## config.mk

```make
export PLATFORM = sky130hd
export DESIGN_NAME = instruction_decode_queue
export DESIGN_NICKNAME = d
export VERILOG_FILES = /design/src/rtl/decoder_pkg.sv /design/src/rtl/imm_gen.sv /design/src/rtl/instruction_decode_queue.sv
export SDC_FILE = /design/constraint.sdc
export NUM_CORES = 1
export LEC_CHECK = 0
export CORE_MARGIN = 2
export CORE_UTILIZATION = 30
export DETAILED_ROUTE_END_ITERATION = 10
export GPL_TIMING_DRIVEN = 0
export PLACE_DENSITY_LB_ADDON = 0.08
export SYNTH_ARGS = -nofsm -noshare
export SYNTH_HDL_FRONTEND = slang
export SYNTH_SLANG_ARGS = --single-unit
```

## constraint.sdc

```tcl
create_clock -name clk_i -period 8.2 [get_ports clk_i]
set_input_delay 0.82 -clock clk_i [delete_from_list [all_inputs] [get_ports clk_i]]
set_output_delay 0.82 -clock clk_i [all_outputs]
set_load 0.05 [all_outputs]
```

## src/rtl/decoder_pkg.sv

```systemverilog
// Shared decode types for the instruction decode queue: RV32I opcodes, the
// instruction format enum and the decoded entry held in each FIFO slot.
package decoder_pkg;

  localparam logic [6:0] OP_OP     = 7'b0110011;
  localparam logic [6:0] OP_IMM    = 7'b0010011;
  localparam logic [6:0] OP_LOAD   = 7'b0000011;
  localparam logic [6:0] OP_JALR   = 7'b1100111;
  localparam logic [6:0] OP_SYSTEM = 7'b1110011;
  localparam logic [6:0] OP_FENCE  = 7'b0001111;
  localparam logic [6:0] OP_STORE  = 7'b0100011;
  localparam logic [6:0] OP_BRANCH = 7'b1100011;
  localparam logic [6:0] OP_LUI    = 7'b0110111;
  localparam logic [6:0] OP_AUIPC  = 7'b0010111;
  localparam logic [6:0] OP_JAL    = 7'b1101111;

  // Widest PC the entry can carry; the top keeps only its low XLEN bits.
  localparam int PC_MAX = 64;

  typedef enum logic [2:0] {
    FMT_R    = 3'd0,
    FMT_I    = 3'd1,
    FMT_S    = 3'd2,
    FMT_B    = 3'd3,
    FMT_U    = 3'd4,
    FMT_J    = 3'd5,
    FMT_NONE = 3'd6
  } fmt_e;

  typedef struct packed {
    logic [PC_MAX-1:0] pc;
    logic [6:0]        opcode;
    logic [4:0]        rd;
    logic [2:0]        funct3;
    logic [4:0]        rs1;
    logic [4:0]        rs2;
    logic [6:0]        funct7;
    logic [31:0]       imm;
    fmt_e              fmt;
    logic              illegal;
  } decoded_instr_t;

  function automatic fmt_e decode_fmt(input logic [6:0] opcode);
    case (opcode)
      OP_OP:                                           return FMT_R;
      OP_IMM, OP_LOAD, OP_JALR, OP_SYSTEM, OP_FENCE:   return FMT_I;
      OP_STORE:                                        return FMT_S;
      OP_BRANCH:                                       return FMT_B;
      OP_LUI, OP_AUIPC:                                return FMT_U;
      OP_JAL:                                          return FMT_J;
      default:                                         return FMT_NONE;
    endcase
  endfunction

endpackage

```

## src/rtl/imm_gen.sv

```systemverilog
// Combinational RV32I immediate generator: selects and sign-extends the
// immediate bits of an instruction word according to its decoded format.
module imm_gen
  import decoder_pkg::*;
(
  input  logic [31:0] instr_i,
  input  fmt_e        fmt_i,
  output logic [31:0] imm_o
);

  always_comb begin
    imm_o = 32'd0;
    case (fmt_i)
      FMT_I: imm_o = {{20{instr_i[31]}}, instr_i[31:20]};
      FMT_S: imm_o = {{20{instr_i[31]}}, instr_i[31:25], instr_i[11:7]};
      FMT_B: imm_o = {{19{instr_i[31]}}, instr_i[31], instr_i[7],
                      instr_i[30:25], instr_i[11:8], 1'b0};
      FMT_U: imm_o = {instr_i[31:12], 12'd0};
      FMT_J: imm_o = {{11{instr_i[31]}}, instr_i[31], instr_i[19:12],
                      instr_i[20], instr_i[30:21], 1'b0};
      default: imm_o = 32'd0;
    endcase
  end

endmodule

```

## src/rtl/instruction_decode_queue.sv

```systemverilog
// Decode stage: decodes RV32I words at the input and buffers them in a
// DEPTH-entry FIFO for issue. Optional macro RV32E_REGS_EN adds a 16-register check.
module instruction_decode_queue
  import decoder_pkg::*;
#(
  parameter int XLEN  = 32,
  parameter int DEPTH = 2
) (
  input  logic                       clk_i,
  input  logic                       rst_ni,
  input  logic                       flush_i,
  input  logic                       in_valid_i,
  output logic                       in_ready_o,
  input  logic [31:0]                in_instr_i,
  input  logic [XLEN-1:0]            in_pc_i,
  output logic                       out_valid_o,
  input  logic                       out_ready_i,
  output logic [XLEN-1:0]            out_pc_o,
  output logic [6:0]                 opcode_o,
  output logic [4:0]                 rd_o,
  output logic [2:0]                 funct3_o,
  output logic [4:0]                 rs1_o,
  output logic [4:0]                 rs2_o,
  output logic [6:0]                 funct7_o,
  output logic [31:0]                imm_o,
  output logic [2:0]                 fmt_o,
  output logic                       illegal_o,
  output logic [$clog2(DEPTH+1)-1:0] count_o
);

  localparam int AW = (DEPTH > 1) ? $clog2(DEPTH) : 1;
  localparam int CW = $clog2(DEPTH + 1);

  // Handshakes: a transfer happens on a rising edge where valid && ready.
  // in_ready_o is a function of the registered count only, and
  // out_valid_o never depends on in_valid_i (no bypass).

  logic [AW-1:0]  wr_ptr, rd_ptr;
  logic [CW-1:0]  count;
  decoded_instr_t mem [DEPTH];
  decoded_instr_t new_entry, head;
  fmt_e           dec_fmt;
  logic [31:0]    dec_imm;
  logic           dec_illegal;
  logic           push, pop;

  assign dec_fmt = decode_fmt(in_instr_i[6:0]);

  imm_gen u_imm_gen (
    .instr_i (in_instr_i),
    .fmt_i   (dec_fmt),
    .imm_o   (dec_imm)
  );

  always_comb begin
    dec_illegal = 1'b0;
    if (in_instr_i[1:0] != 2'b11) dec_illegal = 1'b1;
    if (dec_fmt == FMT_NONE)      dec_illegal = 1'b1;
    if (dec_fmt == FMT_R) begin
      if (in_instr_i[31:25] != 7'b0000000 && in_instr_i[31:25] != 7'b0100000)
        dec_illegal = 1'b1;
      if (in_instr_i[31:25] == 7'b0100000 &&
          in_instr_i[14:12] != 3'b000 && in_instr_i[14:12] != 3'b101)
        dec_illegal = 1'b1;
    end
    if (dec_fmt == FMT_B && in_instr_i[14:13] == 2'b01) dec_illegal = 1'b1;
`ifdef RV32E_REGS_EN
    // Only the register fields a format actually uses are range-checked.
    if (in_instr_i[11] && (dec_fmt == FMT_R || dec_fmt == FMT_I ||
                           dec_fmt == FMT_U || dec_fmt == FMT_J))
      dec_illegal = 1'b1;
    if (in_instr_i[19] && (dec_fmt == FMT_R || dec_fmt == FMT_I ||
                           dec_fmt == FMT_S || dec_fmt == FMT_B))
      dec_illegal = 1'b1;
    if (in_instr_i[24] && (dec_fmt == FMT_R || dec_fmt == FMT_S ||
                           dec_fmt == FMT_B))
      dec_illegal = 1'b1;
`endif
  end

  always_comb begin
    new_entry         = '0;
    new_entry.pc      = PC_MAX'(in_pc_i);
    new_entry.opcode  = in_instr_i[6:0];
    new_entry.rd      = in_instr_i[11:7];
    new_entry.funct3  = in_instr_i[14:12];
    new_entry.rs1     = in_instr_i[19:15];
    new_entry.rs2     = in_instr_i[24:20];
    new_entry.funct7  = in_instr_i[31:25];
    new_entry.imm     = dec_imm;
    new_entry.fmt     = dec_fmt;
    new_entry.illegal = dec_illegal;
  end

  assign in_ready_o  = (count < CW'(DEPTH));
  assign out_valid_o = (count != '0);
  assign push        = in_valid_i && in_ready_o;
  assign pop         = out_valid_o && out_ready_i;
  assign count_o     = count;

  always_ff @(posedge clk_i or negedge rst_ni) begin
    if (!rst_ni) begin
      wr_ptr <= '0;
      rd_ptr <= '0;
      count  <= '0;
    end else if (flush_i) begin
      wr_ptr <= '0;
      rd_ptr <= '0;
      count  <= '0;
    end else begin
      if (push) wr_ptr <= wr_ptr + AW'(1);
      if (pop)  rd_ptr <= rd_ptr + AW'(1);
      case ({push, pop})
        2'b10:   count <= count + CW'(1);
        2'b01:   count <= count - CW'(1);
        default: count <= count;
      endcase
    end
  end

  // Storage needs no reset: the head is masked to zero whenever empty.
  always_ff @(posedge clk_i) begin
    if (push && !flush_i) mem[wr_ptr] <= new_entry;
  end

  always_comb begin
    head = '0;
    if (out_valid_o) head = mem[rd_ptr];
  end

  assign out_pc_o  = head.pc[XLEN-1:0];
  assign opcode_o  = head.opcode;
  assign rd_o      = head.rd;
  assign funct3_o  = head.funct3;
  assign rs1_o     = head.rs1;
  assign rs2_o     = head.rs2;
  assign funct7_o  = head.funct7;
  assign imm_o     = head.imm;
  assign fmt_o     = head.fmt;
  assign illegal_o = head.illegal;

endmodule

```

==> results of run 1 <==
## area by class of cell
type | instances | area share [%]
buffer | 32 | 1.344
inverter | 7 | 0.2222
clock buffer | 32 | 5.514
tap | 378 | 4.000
clock inverter | 12 | 0.7408
sequential | 204 | 51.65
timing repair buffer | 184 | 17.04
multi-input combinational | 352 | 19.49
## routing by layer
| metal | up-vias | part of all wire, % |
|---|---|---|
| li1 | 2625 | - |
| met1 | 2630 | 44 |
| met2 | 190 | 48 |
| met3 | 32 | 5.5 |
| met4 | 0 | 2.4 |
| met5 | - | 0 |
## kinds of logic after synthesis
kind of cell / after synthesis
DFF: 204
and+or+nand+nor: 199
muxes: 101
AOI/OAI and AO/OA: 46
buffers and inverters: 39
xor gates and xnor gates: 5
adders and majority gates: 1
## flip-flops by register name, summed over array words and instances (netlist names)
| register | cells |
|---|---|
| count_o | 2 |
| mem | 200 |
| wr_ptr | 1 |
| rd_ptr | 1 |
## path summary, 6_finish.rpt
path	end
worst max-delay path	imm_o[13]
worst min-delay path	wr_ptr
worst max register to register	mem[1][75]
worst min register to register	count_o[1]
max in group asynchronous	count_o[0]
min in group clk_i	count_o[1]
## worst max-delay path, cell delays in order, from the launching register on
cell and delay [ns]:
sky130_fd_sc_hd__dfrtp_1 0.44, sky130_fd_sc_hd__nor2_1 0.16, sky130_fd_sc_hd__clkbuf_1 0.74, sky130_fd_sc_hd__clkbuf_1 0.51, sky130_fd_sc_hd__nor2_1 0.19, sky130_fd_sc_hd__clkdlybuf4s50_1 0.74
## through the flow
step,setup TNS (ns),cell area [sq um],hold slack [ns],std cells
after floorplan,0,8583,0.5244,595
after global placement,-45.25,10780,0.5684,1145
after detailed placement,0,11080,0.5892,1157
after CTS,0,11820,0.4909,1201
after global routing,0,11820,0.4962,1201
final,0,11820,0.5152,1201
## cells in the final DEF, fill, tap and decap left out, types with 2 or more instances in the layout
master                              n
sky130_fd_sc_hd__a211oi_1           3
sky130_fd_sc_hd__a21oi_1           19
sky130_fd_sc_hd__a2bb2oi_1          2
sky130_fd_sc_hd__and2_1             3
sky130_fd_sc_hd__and3_1             3
sky130_fd_sc_hd__and3b_1            3
sky130_fd_sc_hd__buf_16             9
sky130_fd_sc_hd__buf_2             13
sky130_fd_sc_hd__buf_4              2
sky130_fd_sc_hd__buf_6              2
sky130_fd_sc_hd__buf_8              3
sky130_fd_sc_hd__clkbuf_1          22
sky130_fd_sc_hd__clkbuf_16         25
sky130_fd_sc_hd__clkdlybuf4s50_1  172
sky130_fd_sc_hd__clkinv_1           6
sky130_fd_sc_hd__clkinv_2           2
sky130_fd_sc_hd__dfrtp_1            4
sky130_fd_sc_hd__edfxtp_1         200
sky130_fd_sc_hd__inv_1              6
sky130_fd_sc_hd__mux2i_1          101
sky130_fd_sc_hd__nand2_1           41
sky130_fd_sc_hd__nand3_1            8
sky130_fd_sc_hd__nand4_1            6
sky130_fd_sc_hd__nor2_1           116
sky130_fd_sc_hd__nor2b_1            5
sky130_fd_sc_hd__nor3b_1            2
sky130_fd_sc_hd__nor4_1             2
sky130_fd_sc_hd__o21ai_0            5
sky130_fd_sc_hd__o21ai_1            2
sky130_fd_sc_hd__o32a_1             2
sky130_fd_sc_hd__xnor2_1            2
sky130_fd_sc_hd__xor2_1             2
## power by group through the flow
stage | sequential [mW] | clock [mW] | combinational [mW]
floorplan | 1.23 | 0 | 0.300
global placement | 1.23 | 0 | 0.483
detailed placement | 1.22 | 0 | 0.507
CTS | 1.20 | 1.02 | 0.509
global route | 1.20 | 1.06 | 0.530
finish | 1.20 | 0.992 | 0.500
==> run_summary.xml, run 1 <==
<?xml version="1.0" encoding="UTF-8"?>
<metrics>
  <group name="yosys">
    <metric name="ys_ff_latch" unit="">204</metric>
    <metric name="synth_most_common_cell" unit="">sky130_fd_sc_hd__edfxtp_1</metric>
    <metric name="postSynth.asyncResetShare" unit="%">1.961</metric>
    <metric name="synth_compound_area_share" unit="%">3.780</metric>
    <metric name="synth_top_family_by_area" unit="">multiplexers</metric>
    <metric name="postSynthNetCount" unit="">665</metric>
    <metric name="library_cells_used_by_synthesis" unit="">51</metric>
    <metric name="yosys-mux-area-fraction" unit="%">11.79</metric>
    <metric name="ys_top_cells_by_area" unit="">sky130_fd_sc_hd__edfxtp_1 (70%), sky130_fd_sc_hd__mux2i_1 (12%), sky130_fd_sc_hd__nor2_1 (5.1%), sky130_fd_sc_hd__nand2_1 (1.8%), sky130_fd_sc_hd__dfrtp_1 (1.2%)</metric>
    <metric name="proportion_of_netlist_area_held_by_the_largest_area_contributor" unit="%">70.05</metric>
    <metric name="yosys.area_share.xor_xnor" unit="%">0.5984</metric>
    <metric name="sequential_cell_area_fraction_in_the_yosys_report" unit="%">71.22</metric>
    <metric name="synth-warning-count" unit="">0</metric>
    <metric name="yosys.area_share.simple" unit="%">10.30</metric>
    <metric name="synthTopCellsByCount" unit="">sky130_fd_sc_hd__edfxtp_1 (200), sky130_fd_sc_hd__nor2_1 (116), sky130_fd_sc_hd__mux2i_1 (101), sky130_fd_sc_hd__nand2_1 (41), sky130_fd_sc_hd__a21oi_1 (19)</metric>
    <metric name="synthesis.area_per_instance" unit="sq um">14.41</metric>
    <metric name="postSynthCellCount" unit="">595</metric>
    <metric name="synth_area_leader_cell" unit="">sky130_fd_sc_hd__edfxtp_1</metric>
    <metric name="synth_fa_ha_area_share" unit="%">0.1459</metric>
    <metric name="netlist_area" unit="sq um">8573</metric>
    <metric name="count_of_flip_flops_with_a_built_in_enable_after_synthesis" unit="">200</metric>
    <metric name="synthFlopType" unit="">sky130_fd_sc_hd__edfxtp_1</metric>
  </group>
  <group name="setup_path">
    <metric name="worstRegToRegCells" unit="">6</metric>
    <metric name="worst-endpoint-arrival" unit="ns">3.30</metric>
    <metric name="cp.required" unit="ns">7.38</metric>
    <metric name="startpoint_type" unit="">flop</metric>
    <metric name="worst-setup-path-type" unit="">flop to output port</metric>
    <metric name="timing.reg2reg.setup_slack" unit="ns">5.91</metric>
    <metric name="critPathLaunch" unit="">count_o[1]</metric>
    <metric name="worst_r2r_startpoint" unit="">count_o[1]</metric>
    <metric name="crit_fanout" unit="">10</metric>
    <metric name="endpoint_kind" unit="">output port</metric>
  </group>
  <group name="clocking">
    <metric name="cts_hold_buffers" unit="">0</metric>
    <metric name="cts_max_path_buffers" unit="">3</metric>
    <metric name="cts_repair_resize_count" unit="">0</metric>
    <metric name="cts_sinks" unit="">204</metric>
    <metric name="post_cts_buffers" unit="">0</metric>
    <metric name="htree_num_levels" unit="">1</metric>
    <metric name="path_clk_slew" unit="ns">0.06</metric>
    <metric name="cts_inserted_buffers" unit="">24</metric>
    <metric name="cts_root_buf" unit="">sky130_fd_sc_hd__clkbuf_16</metric>
    <metric name="clock_latency_late_sink" unit="ns">0.52</metric>
    <metric name="tritoncts_clock_tree" unit="">yes</metric>
  </group>
  <group name="flow_run">
    <metric name="maxCapViolCount" unit="">0</metric>
  </group>
  <group name="global_route">
    <metric name="groute.layer.met1.usage" unit="%">18.26</metric>
    <metric name="overflow" unit="">0</metric>
    <metric name="met3_usage" unit="%">2.726</metric>
    <metric name="gr_usage_total" unit="%">14.17</metric>
    <metric name="met2_track_utilization_from_global_routing" unit="%">24.10</metric>
    <metric name="vias_in_the_first_global_route" unit="">5828</metric>
    <metric name="global_route.peak_usage_layer" unit="">met2</metric>
    <metric name="grt_max_degree" unit="">20</metric>
    <metric name="initial_antenna_violation_count" unit="">0</metric>
    <metric name="grt_first_pass_wirelength" unit="um">33210</metric>
  </group>
  <group name="cells_and_area">
    <metric name="drive_above_1_share" unit="%">8.870</metric>
    <metric name="sequential_cell_area" unit="sq um">6106</metric>
    <metric name="multiInputGateArea" unit="sq um">2305</metric>
    <metric name="antennaDiodeCount" unit="">0</metric>
    <metric name="syn_to_final_growth" unit="%">37.90</metric>
    <metric name="design.final.nets" unit="">875</metric>
    <metric name="final_util" unit="%">42.32</metric>
    <metric name="nFillCells" unit="">2648</metric>
  </group>
  <group name="place">
    <metric name="post-dp-hpwl" unit="um">15360</metric>
    <metric name="io_buffer_count" unit="">172</metric>
    <metric name="finalWeightedCongestion" unit="">0.7973</metric>
    <metric name="pre_cts_slack" unit="ns">3.974</metric>
  </group>
  <group name="timing">
    <metric name="timing_worst_slew_pin_value" unit="ns">0.9539</metric>
    <metric name="worst_clock_skew" unit="ns">0.01616</metric>
    <metric name="achievable-frequency" unit="MHz">242.9</metric>
    <metric name="drv_slew" unit="">0</metric>
    <metric name="max-slew-margin-rel" unit="%">36.41</metric>
    <metric name="setup_viol" unit="">0</metric>
    <metric name="grt_setup_unrepaired" unit="">no</metric>
    <metric name="finalHoldViolCount" unit="">0</metric>
    <metric name="final.period_utilization" unit="%">50.21</metric>
    <metric name="period_needed" unit="ns">4.118</metric>
    <metric name="worst_slack_setup_final" unit="ns">4.082</metric>
  </group>
  <group name="power_and_ir_drop">
    <metric name="power_frac_seq" unit="%">44.5</metric>
    <metric name="comb_power_share" unit="%">18.6</metric>
    <metric name="power-per-cell-area" unit="nW/um^2">227.5</metric>
    <metric name="design_power_total" unit="mW">2.690</metric>
    <metric name="power.share.clock" unit="%">36.9</metric>
    <metric name="total_switching_power" unit="mW">0.7349</metric>
    <metric name="power.switching_fraction" unit="%">27.32</metric>
    <metric name="irDropWorstVdd" unit="uV">119.2</metric>
    <metric name="internal_power_summed_over_all_cells" unit="mW">1.955</metric>
    <metric name="power.static_leakage" unit="nW">3.927</metric>
  </group>
  <group name="route">
    <metric name="drt-pass1-iter-count" unit="">6</metric>
    <metric name="detail_route.drc_violations" unit="">0</metric>
    <metric name="detail_route.wl_per_cell" unit="um">17.97</metric>
    <metric name="dr_total_vias" unit="">5477</metric>
    <metric name="drt.antenna.violating_nets" unit="">0</metric>
    <metric name="routed_wl" unit="um">21590</metric>
    <metric name="vias_per_cell" unit="">4.560</metric>
    <metric name="detailedRoute.firstIterationViolations" unit="">378</metric>
  </group>
  <group name="floorplan">
    <metric name="die_span_in_x" unit="um">173.1</metric>
    <metric name="floorplan.die_area" unit="sq um">29950</metric>
    <metric name="core_region_area" unit="sq um">27930</metric>
    <metric name="rows" unit="">61</metric>
    <metric name="start_util" unit="%">30.69</metric>
    <metric name="num_io_pins" unit="">173</metric>
    <metric name="die-height" unit="um">173.1</metric>
  </group>
  <group name="worst_hold_path">
    <metric name="hold_path_class" unit="">input port to asynchronous set/reset pin</metric>
  </group>
  <group name="status">
    <metric name="outcome" unit="">finished, final reports clean</metric>
  </group>
</metrics>
Power figures use the tool's default switching activity.
==> inputs of run 2 (changes only) <==
==> constraint.sdc (replaced) <==
create_clock -name clk_i -period 4 [get_ports clk_i]
set_input_delay 0.4 -clock clk_i [delete_from_list [all_inputs] [get_ports clk_i]]
set_output_delay 0.4 -clock clk_i [all_outputs]
set_load 0.05 [all_outputs]
==> run_summary.xml, run 2 (same netlist as run 1, synthesis figures left out) <==
<?xml version="1.0" encoding="UTF-8"?>
<metrics>
  <group name="status">
    <metric name="outcome" unit="">finished, final reports clean</metric>
  </group>
  <group name="setup_path">
    <metric name="startpoint_type" unit="">flop</metric>
    <metric name="worst-setup-path-type" unit="">flop to output port</metric>
    <metric name="endpoint_kind" unit="">output port</metric>
    <metric name="critical_path.top_delay_family" unit="">buffers and inverters</metric>
    <metric name="critPathMaxStageDelay" unit="ns">0.79</metric>
    <metric name="crit_fanout" unit="">10</metric>
    <metric name="worst-endpoint-arrival" unit="ns">3.35</metric>
    <metric name="cp_cell_sequence" unit="">nor2_1, clkbuf_1, clkbuf_1, nor2_1, clkdlybuf4s50_1</metric>
    <metric name="cp.required" unit="ns">3.60</metric>
    <metric name="crit_path_top_delay_cell" unit="">sky130_fd_sc_hd__clkbuf_1</metric>
    <metric name="worst-path-buf-inv" unit="">3</metric>
  </group>
  <group name="clocking">
    <metric name="tritoncts_clock_tree" unit="">yes</metric>
    <metric name="cts_repair_resize_count" unit="">0</metric>
    <metric name="clock_latency_late_sink" unit="ns">0.53</metric>
    <metric name="cts_hold_buffers" unit="">0</metric>
    <metric name="htree_num_levels" unit="">1</metric>
    <metric name="path_clk_slew" unit="ns">0.06</metric>
    <metric name="cts_root_buf" unit="">sky130_fd_sc_hd__clkbuf_16</metric>
    <metric name="cts_max_path_buffers" unit="">3</metric>
    <metric name="post_cts_buffers" unit="">0</metric>
    <metric name="cts_sinks" unit="">204</metric>
    <metric name="cts_inserted_buffers" unit="">24</metric>
  </group>
  <group name="power_and_ir_drop">
    <metric name="comb_power_share" unit="%">18.6</metric>
    <metric name="power.share.clock" unit="%">36.8</metric>
    <metric name="total_switching_power" unit="mW">1.511</metric>
    <metric name="power-per-cell-area" unit="nW/um^2">465.3</metric>
    <metric name="power.static_leakage" unit="nW">3.946</metric>
    <metric name="internal_power_summed_over_all_cells" unit="mW">4.009</metric>
    <metric name="power.switching_fraction" unit="%">27.37</metric>
    <metric name="irDropWorstVdd" unit="uV">261.3</metric>
    <metric name="power_frac_seq" unit="%">44.5</metric>
  </group>
  <group name="timing">
    <metric name="timing_worst_slew_pin_value" unit="ns">1.032</metric>
    <metric name="grt_setup_unrepaired" unit="">no</metric>
    <metric name="drv_slew" unit="">0</metric>
    <metric name="period_needed" unit="ns">3.746</metric>
    <metric name="setup_total_negative_slack" unit="ns">0</metric>
    <metric name="max-slew-margin-rel" unit="%">31.18</metric>
    <metric name="final.period_utilization" unit="%">93.65</metric>
    <metric name="achievable-frequency" unit="MHz">267.0</metric>
    <metric name="setup_viol" unit="">0</metric>
    <metric name="worst_clock_skew" unit="ns">0.02281</metric>
    <metric name="finalHoldViolCount" unit="">0</metric>
  </group>
  <group name="route">
    <metric name="dr_total_vias" unit="">5462</metric>
    <metric name="detailedRoute.firstIterationViolations" unit="">398</metric>
    <metric name="drt-pass1-iter-count" unit="">4</metric>
    <metric name="routed_wl" unit="um">21650</metric>
    <metric name="detail_route.wl_per_cell" unit="um">18.00</metric>
    <metric name="detail_route.drc_violations" unit="">0</metric>
    <metric name="vias_per_cell" unit="">4.540</metric>
    <metric name="drt.antenna.violating_nets" unit="">0</metric>
  </group>
  <group name="cells_and_area">
    <metric name="final_common_cell" unit="">sky130_fd_sc_hd__edfxtp_1</metric>
    <metric name="final_design_area_no_fill" unit="sq um">11860</metric>
    <metric name="antennaDiodeCount" unit="">0</metric>
    <metric name="design.final.nets" unit="">877</metric>
    <metric name="top_register" unit="">mem</metric>
    <metric name="syn_to_final_growth" unit="%">38.37</metric>
    <metric name="largest_reg_flops" unit="">200</metric>
    <metric name="drive_above_1_share" unit="%">9.697</metric>
    <metric name="final_cell_mix" unit="">sky130_fd_sc_hd__edfxtp_1 (200), sky130_fd_sc_hd__clkdlybuf4s50_1 (172), sky130_fd_sc_hd__nor2_1 (116), sky130_fd_sc_hd__mux2i_1 (101), sky130_fd_sc_hd__nand2_1 (41)</metric>
  </group>
  <group name="global_route">
    <metric name="grt_first_pass_wirelength" unit="um">33600</metric>
    <metric name="vias_in_the_first_global_route" unit="">5747</metric>
    <metric name="overflow" unit="">0</metric>
    <metric name="gr_usage_total" unit="%">14.27</metric>
    <metric name="grt_max_degree" unit="">18</metric>
    <metric name="initial_antenna_violation_count" unit="">0</metric>
  </group>
  <group name="floorplan">
    <metric name="die_span_in_x" unit="um">173.1</metric>
    <metric name="die-height" unit="um">173.1</metric>
    <metric name="floorplan.die_area" unit="sq um">29950</metric>
    <metric name="start_util" unit="%">30.69</metric>
    <metric name="num_io_pins" unit="">173</metric>
    <metric name="rows" unit="">61</metric>
    <metric name="core_region_area" unit="sq um">27930</metric>
  </group>
  <group name="place">
    <metric name="io_buffer_count" unit="">172</metric>
    <metric name="finalWeightedCongestion" unit="">0.7865</metric>
    <metric name="placement.cell_area" unit="sq um">11120</metric>
    <metric name="post-dp-hpwl" unit="um">15650</metric>
  </group>
  <group name="flow_run">
    <metric name="maxCapViolCount" unit="">0</metric>
  </group>
  <group name="worst_hold_path">
    <metric name="hold_path_class" unit="">input port to asynchronous set/reset pin</metric>
  </group>
</metrics>
-- run 2: layer usage --
layer  up-vias  part of all wire (%)  track usage (%)
met5         -                     0                0
met4         0                   2.1            4.414
met3        29                   5.6            2.595
met2       180                    46            23.30
met1      2628                    46            19.33
li1       2625                     -                -
-- run 2: final timing paths --
path,depth (start not counted),slack [ns],start,endpoint
worst max-delay path,5,0.25,count_o[1],rs2_o[1]
worst min-delay path,1,0.10,rst_ni,rd_ptr
worst max register to register,7,1.66,count_o[1],mem[1][29]
worst min register to register,2,0.60,count_o[0],count_o[1]
max in group asynchronous,1,3.70,rst_ni,count_o[1]
min in group clk_i,1,0.46,in_pc_i[26],mem[0][94]
-- run 2: worst register-to-register path: stages (launching register included) --
cell                         delay, ns
sky130_fd_sc_hd__dfrtp_2          0.45
sky130_fd_sc_hd__clkinvlp_4       0.09
sky130_fd_sc_hd__nand2_1          0.14
sky130_fd_sc_hd__nor3b_4          0.62
sky130_fd_sc_hd__buf_8            0.24
sky130_fd_sc_hd__buf_16           0.17
sky130_fd_sc_hd__buf_16           0.18
sky130_fd_sc_hd__buf_16           0.18
-- run 2: area by class of cell --
| type | count | area (sq um) |
|---|---|---|
| inverters | 7 | 30.03 |
| repair buffers | 186 | 2044 |
| fillers | 2622 | 16070 |
| flip-flops and latches | 204 | 6107 |
| clock buffers | 33 | 654.4 |
| clock inverters | 11 | 90.09 |
| plain buffers | 32 | 158.9 |
| well taps | 378 | 473.0 |
| multi-input cells | 352 | 2305 |
-- run 2: power groups by stage --
stage | registers, mW | clock network (mW) | logic, mW
6_report | 2.46 | 2.03 | 1.03
5_1_grt | 2.46 | 2.19 | 1.09
4_1_cts | 2.46 | 2.10 | 1.05
3_5_place_dp | 2.50 | 0 | 1.04
3_3_place_gp | 2.51 | 0 | 0.995
2_1_floorplan | 2.51 | 0 | 0.616
-- run 2: stage by stage --
stage	hold WS, ns	power (mW)	instances	setup slack, ns	utilization [%]
floorplan	0.1044	3.123	595	0.02306	-
global placement	0.5689	3.506	1145	-1.762	38.65
detailed placement	0.5882	3.546	1159	0.1898	39.80
CTS	0.08420	5.605	1203	0.1459	42.47
global route	0.1049	5.745	1203	0.05916	42.47
finish	0.1023	5.520	1203	0.2541	42.47
==> inputs of run 3 (changes only) <==
==> constraint.sdc (replaced) <==
create_clock -name clk_i -period 4 [get_ports clk_i]
set_input_delay 0.4 -clock clk_i [delete_from_list [all_inputs] [get_ports clk_i]]
set_output_delay 0.4 -clock clk_i [all_outputs]
set_load 0.01 [all_outputs]
==> run_summary.xml, run 3 (same netlist as run 1, synthesis figures left out) <==
<?xml version="1.0" encoding="UTF-8"?>
<metrics>
  <group name="power_and_ir_drop">
    <metric name="irDropWorstVdd" unit="uV">204.6</metric>
    <metric name="power.static_leakage" unit="nW">3.963</metric>
    <metric name="power.share.clock" unit="%">39.2</metric>
    <metric name="power-per-cell-area" unit="nW/um^2">443.9</metric>
    <metric name="total_switching_power" unit="mW">1.225</metric>
    <metric name="comb_power_share" unit="%">14.2</metric>
    <metric name="power.switching_fraction" unit="%">23.24</metric>
    <metric name="internal_power_summed_over_all_cells" unit="mW">4.046</metric>
    <metric name="power_frac_seq" unit="%">46.6</metric>
  </group>
  <group name="setup_path">
    <metric name="cp.required" unit="ns">3.60</metric>
    <metric name="worst-setup-path-type" unit="">flop to output port</metric>
    <metric name="startpoint_type" unit="">flop</metric>
    <metric name="endpoint_kind" unit="">output port</metric>
    <metric name="critPathMaxStageDelay" unit="ns">0.67</metric>
    <metric name="crit_path_top_delay_cell" unit="">sky130_fd_sc_hd__clkbuf_1</metric>
    <metric name="crit_fanout" unit="">10</metric>
    <metric name="cp_cell_sequence" unit="">nor2_1, clkbuf_1, clkbuf_1, nor2_1, clkdlybuf4s50_1</metric>
    <metric name="worst-endpoint-arrival" unit="ns">2.95</metric>
  </group>
  <group name="cells_and_area">
    <metric name="final_common_cell" unit="">sky130_fd_sc_hd__edfxtp_1</metric>
    <metric name="final_util" unit="%">42.52</metric>
    <metric name="final_cell_count_no_fill" unit="">1203</metric>
    <metric name="drive_above_1_share" unit="%">9.455</metric>
    <metric name="final_design_area_no_fill" unit="sq um">11880</metric>
    <metric name="final_cell_mix" unit="">sky130_fd_sc_hd__edfxtp_1 (200), sky130_fd_sc_hd__clkdlybuf4s50_1 (172), sky130_fd_sc_hd__nor2_1 (116), sky130_fd_sc_hd__mux2i_1 (101), sky130_fd_sc_hd__nand2_1 (41)</metric>
    <metric name="largest_reg_flops" unit="">200</metric>
    <metric name="nFillCells" unit="">2668</metric>
    <metric name="antennaDiodeCount" unit="">0</metric>
    <metric name="design.final.nets" unit="">877</metric>
    <metric name="syn_to_final_growth" unit="%">38.53</metric>
    <metric name="top_register" unit="">mem</metric>
  </group>
  <group name="timing">
    <metric name="worst_clock_skew" unit="ns">0.01110</metric>
    <metric name="period_needed" unit="ns">3.350</metric>
    <metric name="drv_slew" unit="">0</metric>
    <metric name="timing_worst_slew_pin_value" unit="ns">0.8713</metric>
    <metric name="max-slew-margin-rel" unit="%">41.91</metric>
    <metric name="grt_setup_unrepaired" unit="">no</metric>
    <metric name="finalHoldViolCount" unit="">0</metric>
    <metric name="worst_hold_slack" unit="ns">0.09354</metric>
    <metric name="worst_slack_setup_final" unit="ns">0.6498</metric>
    <metric name="final.period_utilization" unit="%">83.75</metric>
    <metric name="setup_viol" unit="">0</metric>
    <metric name="achievable-frequency" unit="MHz">298.5</metric>
  </group>
  <group name="route">
    <metric name="drt.antenna.violating_nets" unit="">0</metric>
    <metric name="detail_route.drc_violations" unit="">0</metric>
    <metric name="detailedRoute.firstIterationViolations" unit="">225</metric>
    <metric name="drt-pass1-iter-count" unit="">4</metric>
    <metric name="detail_route.wl_per_cell" unit="um">18.30</metric>
    <metric name="routed_wl" unit="um">22020</metric>
    <metric name="vias_per_cell" unit="">4.572</metric>
    <metric name="dr_total_vias" unit="">5500</metric>
  </group>
  <group name="clocking">
    <metric name="cts_sinks" unit="">204</metric>
    <metric name="cts_root_buf" unit="">sky130_fd_sc_hd__clkbuf_16</metric>
    <metric name="cts_hold_buffers" unit="">0</metric>
    <metric name="post_cts_buffers" unit="">0</metric>
    <metric name="tritoncts_clock_tree" unit="">yes</metric>
    <metric name="cts_max_path_buffers" unit="">3</metric>
    <metric name="cts_repair_resize_count" unit="">0</metric>
    <metric name="cts_inserted_buffers" unit="">24</metric>
    <metric name="clock_latency_late_sink" unit="ns">0.51</metric>
    <metric name="path_clk_slew" unit="ns">0.06</metric>
    <metric name="htree_num_levels" unit="">1</metric>
  </group>
  <group name="global_route">
    <metric name="grt_max_degree" unit="">20</metric>
    <metric name="gr_usage_total" unit="%">14.63</metric>
    <metric name="initial_antenna_violation_count" unit="">0</metric>
    <metric name="grt_first_pass_wirelength" unit="um">34360</metric>
    <metric name="vias_in_the_first_global_route" unit="">5864</metric>
    <metric name="overflow" unit="">0</metric>
  </group>
  <group name="floorplan">
    <metric name="num_io_pins" unit="">173</metric>
    <metric name="die-height" unit="um">173.1</metric>
    <metric name="core_region_area" unit="sq um">27930</metric>
    <metric name="floorplan.die_area" unit="sq um">29950</metric>
    <metric name="rows" unit="">61</metric>
    <metric name="die_span_in_x" unit="um">173.1</metric>
    <metric name="start_util" unit="%">30.69</metric>
  </group>
  <group name="place">
    <metric name="pre_cts_slack" unit="ns">0.2201</metric>
    <metric name="place.detailed.instances" unit="">1159</metric>
    <metric name="post-dp-hpwl" unit="um">15610</metric>
    <metric name="io_buffer_count" unit="">172</metric>
    <metric name="finalWeightedCongestion" unit="">0.8124</metric>
    <metric name="placement.cell_area" unit="sq um">11130</metric>
  </group>
  <group name="flow_run">
    <metric name="maxCapViolCount" unit="">0</metric>
  </group>
  <group name="status">
    <metric name="outcome" unit="">finished, final reports clean</metric>
  </group>
  <group name="worst_hold_path">
    <metric name="hold_path_class" unit="">input port to asynchronous set/reset pin</metric>
  </group>
</metrics>
==> run 3: worst paths after layout <==
| check | from | to | slack, ns | cells after the start |
|---|---|---|---|---|
| worst max-delay path | count_o[1] | imm_o[6] | 0.65 | 5 |
| worst min-delay path | rst_ni | rd_ptr | 0.09 | 1 |
| worst max register to register | count_o[1] | mem[0][32] | 1.68 | 7 |
| worst min register to register | count_o[0] | count_o[1] | 0.61 | 2 |
| max in group asynchronous | rst_ni | wr_ptr | 3.73 | 1 |
| min in group clk_i | in_pc_i[13] | mem[1][81] | 0.47 | 1 |
==> run 3: power by group through the flow <==
stage          sequential [mW]  clock [mW]  combinational (mW)
2_1_floorplan             2.50           0               0.336
3_3_place_gp              2.51           0               0.711
3_5_place_dp              2.50           0               0.763
4_1_cts                   2.46        2.14               0.767
5_1_grt                   2.46        2.23               0.812
6_report                  2.46        2.07               0.749
==> run 3: final cells by class <==
class / count / area [sq um] / area share, %
clock buffer: 34 / 679.4 / 5.721
multi-input combinational: 352 / 2305 / 19.41
sequential: 204 / 6106 / 51.41
timing repair buffer: 186 / 2057 / 17.32
inverter: 7 / 26.28 / 0.2212
buffer: 32 / 158.9 / 1.338
tap: 378 / 473.0 / 3.982
clock inverter: 10 / 71.32 / 0.6005
==> run 3: stage by stage <==
stage               setup TNS, ns  power (mW)
global placement          -315.45       3.221
CTS                             0       5.362
floorplan                       0       2.839
finish                          0       5.271
detailed placement              0       3.265
global route                    0       5.502
==> run 3: metal layers <==
layer,vias to the layer above,part of all wire (%),routed length [um],GRT usage (%)
met5,-,0,0,0
met4,0,2.1,464,4.025
met1,2679,44,9664,18.92
met2,163,49,10750,25.10
li1,2625,-,-,-
met3,33,5.1,1132,2.770
==> run 3: worst max-delay path, delay by kind of cell, from the launching register on <==
kind / cells / cell delay [ns]
buffers and inverters: 3 / 1.67
DFF: 1 / 0.44
and+or+nand+nor: 2 / 0.31
